===== src/rtl/fetch_ctrl_pkg.sv =====
// Shared types for the instruction-fetch sequencer: word width, NOP encoding,
// FSM state encoding and the per-cycle action selected by the arbiter.
package fetch_ctrl_pkg;

  localparam int XLEN = 32;

  typedef logic [XLEN-1:0] word_t;

  localparam word_t NOP_WORD = '0;

  typedef enum logic [1:0] {
    S_BOOT  = 2'd0,
    S_FETCH = 2'd1,
    S_FLUSH = 2'd2,
    S_HALT  = 2'd3
  } state_e;

  // One action per cycle; the arbiter picks it, the datapath carries it out.
  typedef enum logic [2:0] {
    ACT_HOLD,
    ACT_BUBBLE,
    ACT_ADV,
    ACT_BR,
    ACT_JMP,
    ACT_FAULT
  } act_e;

endpackage


===== src/rtl/fetch_ctrl_target_chk.sv =====
// Combinational legality check for a fetch target: must be word-aligned and
// inside the instruction memory.
module fetch_target_chk
  import fetch_ctrl_pkg::*;
#(
  parameter int unsigned IMEM_BYTES = 256
) (
  input  word_t i_addr,
  output logic  o_illegal
);

  assign o_illegal = (i_addr[1:0] != 2'b00) || (i_addr >= IMEM_BYTES);

endmodule


===== src/rtl/fetch_ctrl.sv =====
// Instruction-fetch sequencer: owns the PC, drives the instruction memory address,
// loads the IF/ID latch and arbitrates branch/jump redirects against stalls.
module fetch_ctrl
  import fetch_ctrl_pkg::*;
#(
  parameter word_t       RESET_PC   = 32'h0,
  parameter int unsigned IMEM_BYTES = 256,
  parameter int          CNT_W      = 16
) (
  input  logic             clk,
  input  logic             rst,
  input  logic             run,
  input  logic             stall,
  input  logic             br_taken,
  input  word_t            br_target,
  input  logic             jump,
  input  word_t            jump_target,
  output word_t            imem_addr,
  input  word_t            imem_instr,
  output logic             if_valid,
  output word_t            if_instr,
  output word_t            if_pc4,
  output logic             flush_id,
  output logic             fault,
  output logic [CNT_W-1:0] fetch_cnt
);

  state_e           r_state;
  word_t            r_pc;
  logic             r_valid;
  word_t            r_instr;
  word_t            r_pc4;
  logic             r_flush;
  logic             r_fault;
  logic [CNT_W-1:0] r_cnt;

  state_e w_state_nxt;
  act_e   w_act;
  word_t  w_pc_seq;
  logic   w_br_bad;
  logic   w_jmp_bad;
  logic   w_seq_bad;

  word_t  w_pc_nxt;
  logic   w_valid_nxt;
  word_t  w_instr_nxt;
  word_t  w_pc4_nxt;
  logic   w_flush_nxt;
  logic   w_fault_nxt;
  logic   w_cnt_inc;

  assign w_pc_seq = r_pc + 32'd4;

  fetch_target_chk #(.IMEM_BYTES(IMEM_BYTES)) u_chk_br  (.i_addr(br_target),   .o_illegal(w_br_bad));
  fetch_target_chk #(.IMEM_BYTES(IMEM_BYTES)) u_chk_jmp (.i_addr(jump_target), .o_illegal(w_jmp_bad));
  fetch_target_chk #(.IMEM_BYTES(IMEM_BYTES)) u_chk_seq (.i_addr(w_pc_seq),    .o_illegal(w_seq_bad));

  // NOTE: registers hold state, so they take non-blocking assignments and the
  // reset is sampled on the clock edge like any other input.
  always_ff @(posedge clk) begin
    if (rst) begin
      r_state <= S_BOOT;
      r_pc    <= RESET_PC;
      r_valid <= 1'b0;
      r_instr <= NOP_WORD;
      r_pc4   <= '0;
      r_flush <= 1'b0;
      r_fault <= 1'b0;
      r_cnt   <= '0;
    end else begin
      r_state <= w_state_nxt;
      r_pc    <= w_pc_nxt;
      r_valid <= w_valid_nxt;
      r_instr <= w_instr_nxt;
      r_pc4   <= w_pc4_nxt;
      r_flush <= w_flush_nxt;
      r_fault <= w_fault_nxt;
      if (w_cnt_inc && (r_cnt != {CNT_W{1'b1}})) r_cnt <= r_cnt + CNT_W'(1);
    end
  end

  // Branch is older than jump, and a selected illegal target outranks everything.
  // NOTE: every combinational output gets a default first so no latch is inferred.
  always_comb begin
    w_act       = ACT_HOLD;
    w_state_nxt = r_state;
    unique case (r_state)
      S_BOOT: begin
        w_act       = ACT_BUBBLE;
        w_state_nxt = S_FETCH;
      end
      S_FETCH, S_FLUSH: begin
        if (br_taken)          w_act = w_br_bad  ? ACT_FAULT : ACT_BR;
        else if (jump)         w_act = w_jmp_bad ? ACT_FAULT : ACT_JMP;
        else if (stall || run) w_act = ACT_HOLD;
        else                   w_act = w_seq_bad ? ACT_FAULT : ACT_ADV;
        unique case (w_act)
          ACT_FAULT:      w_state_nxt = S_HALT;
          ACT_BR, ACT_JMP: w_state_nxt = S_FLUSH;
          ACT_ADV:        w_state_nxt = S_FETCH;
          default:        w_state_nxt = r_state;
        endcase
      end
      default: begin
        w_act       = ACT_HOLD;
        w_state_nxt = S_HALT;
      end
    endcase
  end

  always_comb begin
    w_pc_nxt    = r_pc;
    w_valid_nxt = r_valid;
    w_instr_nxt = r_instr;
    w_pc4_nxt   = r_pc4;
    w_flush_nxt = 1'b0;
    w_fault_nxt = r_fault;
    w_cnt_inc   = 1'b0;
    if (w_act != ACT_HOLD) begin
      w_valid_nxt = 1'b0;
      w_instr_nxt = NOP_WORD;
      w_pc4_nxt   = '0;
    end
    unique case (w_act)
      ACT_ADV: begin
        w_valid_nxt = 1'b1;
        w_instr_nxt = imem_instr;
        w_pc4_nxt   = w_pc_seq;
        w_pc_nxt    = w_pc_seq;
        w_cnt_inc   = 1'b1;
      end
      ACT_BR: begin
        w_pc_nxt    = br_target;
        w_flush_nxt = 1'b1;
      end
      ACT_JMP:   w_pc_nxt    = jump_target;
      ACT_FAULT: w_fault_nxt = 1'b1;
      default: ;
    endcase
  end

  assign imem_addr = r_pc;
  assign if_valid  = r_valid;
  assign if_instr  = r_instr;
  assign if_pc4    = r_pc4;
  assign flush_id  = r_flush;
  assign fault     = r_fault;
  assign fetch_cnt = r_cnt;

endmodule


===== config.mk =====
export PLATFORM = sky130hd
export DESIGN_NAME = fetch_ctrl
export DESIGN_NICKNAME = d
export VERILOG_FILES = /design/src/rtl/fetch_ctrl_pkg.sv /design/src/rtl/fetch_ctrl_target_chk.sv /design/src/rtl/fetch_ctrl.sv
export SDC_FILE = /design/constraint.sdc
export NUM_CORES = 1
export LEC_CHECK = 0
export ABC_CLOCK_PERIOD_IN_PS = 4520
export BUFFER_PORTS_ARGS = -buffer_cell sky130_fd_sc_hd__buf_2
export CAP_MARGIN = 40
export CORE_AREA = 8 8 122 124
export CTS_BUF_LIST = sky130_fd_sc_hd__clkbuf_8
export DETAILED_ROUTE_END_ITERATION = 8
export DIE_AREA = 0 0 130 132
export GPL_TIMING_DRIVEN = 0
export PLACE_DENSITY = 0.79
export SYNTH_ARGS = -nofsm -noshare
export SYNTH_HDL_FRONTEND = slang
export SYNTH_HIERARCHICAL = 1
export SYNTH_SLANG_ARGS = --single-unit

===== constraint.sdc =====
create_clock -name clk -period 4.52 [get_ports clk]
set_input_delay 1.356 -clock clk [delete_from_list [all_inputs] [get_ports clk]]
set_output_delay 1.356 -clock clk [all_outputs]
set_load 0.01 [all_outputs]

==> out/qor_table.md <==
| Step | Metric | Reported |
| --- | --- | --- |
| placed design | Setup slack at placement | -0.541 ns |
| yosys | Yosys warning count | 6 |
| cells and area | Layout Area Growth over Synthesis | 32.1% |
| drt | 1st-iter DRT viols | 518 |
| critical path | Data arrival time of the critical path | 4.70 ns |
| job | Total of max-cap violations | 0 |
| yosys | Number of enable flip-flop cells after synthesis | 0 |
| timing | Setup-violating endpoint count in the final report | 0 |
| placed design | I/O Buffers | 215 |
| cells and area | Number of nets in the layout | 980 |
| timing | Final number of max-transition violations | 0 |
| timing | Slack of the critical path | 0.120 ns |
| drt | WL final | 21200 um |
| cells and area | Most common library cell in the layout ignoring fill and taps | buf_2 |
| clocking | Inserted Clock Buffers | 17 |
| timing | Maximum clock rate | 0.227 GHz |
| cells and area | Final cell count without fillers | 1062 |
| yosys | Cells after Synth | 636 |
| timing | Final Hold Slack | 0.461 ns |
| yosys | Post-synth top flop | dfxtp_1 |
| yosys | Average cell area after synthesis | 8.89 um2 |
| critical path | Crit path capture type | flip-flop |
| floorplanning | CORE AREA | 0.0130 mm2 |
| cells and area | Most frequent cells in the layout | buf_2, dfxtp_1, nor2_1 |
| timing | Final number of hold-violating endpoints | 0 |
| clocking | Clock latency on the worst-skew pair | 0.44 ns |
| clocking | Number of levels in the clock H-tree | 4 |
| timing | Worst rel slew slack | 49.2% |
| yosys | Post-synth ARST share | 0% |
| cells and area | Share of the core filled with cells | 57.5% |
| pwr | Leakage power of the design | 0.00329 uW |
| grt | Via count of the first global-routing pass | 6178 |
| critical path | Kind of launch point of the worst setup path | flip-flop |
| drt | Routed len/inst | 20.0 um |
| clocking | CTS Root Cell | clkbuf_8 |
| floorplanning | Initial core utilization | 43.6% |
| timing | Tmin final | 4.40 ns |
| placed design | Half-perimeter wire length of the detailed placement result | 16000 um |
| grt | GR Overflow Total | 0 |
| pwr | IR Drop Worst-Case VDD | 0.172 mV |
| yosys | Sequential share of the synthesized area | 41.4% |
| critical path | Largest fanout on the critical path | 10 |
| placed design | # placed instances | 1027 |
| grt | Number of antenna violations at the first check in global routing | 3 |
| drt | First-pass iteration count of the detailed router | 5 |
| outcome | Run status | finished, final reports clean |
| clocking | Clock tree from TritonCTS | built |
| drt | Count of antenna-violating nets left after detailed routing | 0 |
| clocking | CTS clk-pin slew, worst paths | 0.07 ns |
| timing | Transition time at the pin with the least slew margin | 0.762 ns |
| floorplanning | Horizontal die dimension | 130 um |
| grt | First-pass GRT wire length | 32700 um |
| clocking | Number of hold-repair buffers added at the cts stage | 0 |
| drt | Vias per std cell | 5.81 |
| critical path | Startpoint-to-endpoint class of the critical path | reg -> reg |
| floorplanning | Die Outline Area | 0.0172 mm2 |
| drt | Via count | 6168 |
| grt | Maximum number of pins on one net before global-route repair | 17 |
| pwr | Power per cell area | 372 mW/mm2 |
| floorplanning | Height of the die | 132 um |
| yosys | Flip-flop and latch count after synthesis | 117 |
| cells and area | Share of post-route cells with drive strength above 1 | 34.1% |
| critical path | Data required, critical path | 4.82 ns |
| drt | DRC Markers | 0 |
| clocking | Clock sinks | 117 |
| timing | Post-route clock skew | 0.0131 ns |
| clocking | Maximum clock insertion buffer count | 2 |
| yosys | Synthesized netlist net count | 742 |
| yosys | Number of different library cells in the post-synthesis netlist | 68 |
| floorplanning | Standard-cell row count | 42 |
| grt | Total routing usage reported by global routing | 24.6% |
| timing | Post-route fraction of the period consumed by the critical path | 97.3% |
| floorplanning | IO Count | 217 |
| worst hold path | Class of the most critical hold timing path | reg -> reg |
| yosys | Area of the mapped netlist | 0.00565 mm2 |
| placed design | Global placement routability congestion | 0.972 |
==> cell families after synthesis <==
logic type,share of synthesized area (%)
AOI/OAI and AO/OA,22.0
xor gates and xnor gates,6.82
adders and majority gates,0.885
buffers and inverters,5.62
DFF,41.4
muxes,0.376
and+or+nand+nor,22.9
==> report_power, final <==
| group | switching (uW) | total, uW | internal [uW] |
|---|---|---|---|
| Combinational | 441 | 666 | 225 |
| Sequential | 37.3 | 1110 | 1070 |
| Clock | 406 | 1000 | 597 |
| Total | 885 | 2780 | 1890 |
==> critical path, stage by stage, from the launching register on <==
cell and delay (ns):
dfxtp_1 0.46, nand4_2 0.32, nor2_1 0.31, clkbuf_2 0.29
nand4_1 0.18, xor2_2 0.24, inv_1 0.08, nor4_1 0.37
and3_1 0.27, nand4_1 0.31, nor4_4 0.41, and2_1 0.21
buf_2 0.30, nand4_1 0.18, a32oi_1 0.23, o41ai_1 0.10
==> final timing paths <==
| check | start | to | slack [ns] | cells after the start |
|---|---|---|---|---|
| setup / recovery | imem_addr[7] | imem_addr[31] | 0.12 | 15 |
| hold / removal | if_pc4[28] | if_pc4[28] | 0.46 | 1 |
| setup reg to reg | imem_addr[7] | imem_addr[31] | 0.12 | 15 |
| hold reg to reg | if_pc4[28] | if_pc4[28] | 0.46 | 1 |
==> final cells by class <==
| class | instances | area [um2] |
|---|---|---|
| Fill cell | 1240 | 5510 |
| Sequential cell | 117 | 2340 |
| Tap cell | 176 | 220 |
| Clock inverter | 5 | 71.3 |
| Timing Repair Buffer | 219 | 1110 |
| Multi-Input combinational cell | 452 | 3050 |
| Inverter | 20 | 75.1 |
| Buffer | 47 | 253 |
| Clock buffer | 25 | 344 |
| Antenna cell | 1 | 2.50 |
==> registers in the layout, indices dropped and copies added (netlist names) <==
name,count
fault,1
flush_id,1
if_valid,1
fetch_cnt,16
if_instr,32
if_pc4,32
r_state,2
imem_addr,32
==> routing by layer <==
layer | global-route usage, % | up-vias | share of wire [%]
li1 | - | 2863 | -
met1 | 28.8 | 2897 | 39
met2 | 38.5 | 324 | 46
met3 | 7.89 | 80 | 10
met4 | 14.5 | 4 | 4.7
met5 | 0 | - | 0.11
==> metrics by stage <==
step / power, uW / cell area (um2) / TNS, ns
finish: 2780 / 7470 / 0
global route: 2900 / 7470 / -2.03
CTS: 2770 / 7400 / 0
detailed placement: 1760 / 6950 / -40.77
global placement: 1750 / 6950 / -34.13
floorplan: 1520 / 5650 / 0
==> Yosys cell counts (all sizes together), types with 6 or more instances <==
cell       n  area, um2
a221oi     9       78.8
xnor2     29        254
nor4      30        221
nor3      17        100
a22oi     66        495
nand2     20       77.6
nand4     21        150
xor2      15        131
a22o       9       78.8
nand3     23        115
o2bb2ai    8       70.1
nor2      88        330
inv       20       75.1
dfxtp    117       2340
o21ai     17       85.1
a21oi     14       81.3
and4       6       52.6
a211oi    12       90.1
and3      11       68.8
buf       21        133
clkbuf    26        110
==> what timing repair did <==
action | 4_1_cts | 5_1_grt
setup buffers | 2 | 2
gates cloned | 0 | 0
resized for setup | 4 | 13
setup endpoints to repair | 112 | 110
pin swaps | 1 | 2
Note: power is estimated with default switching activity, not from simulation.
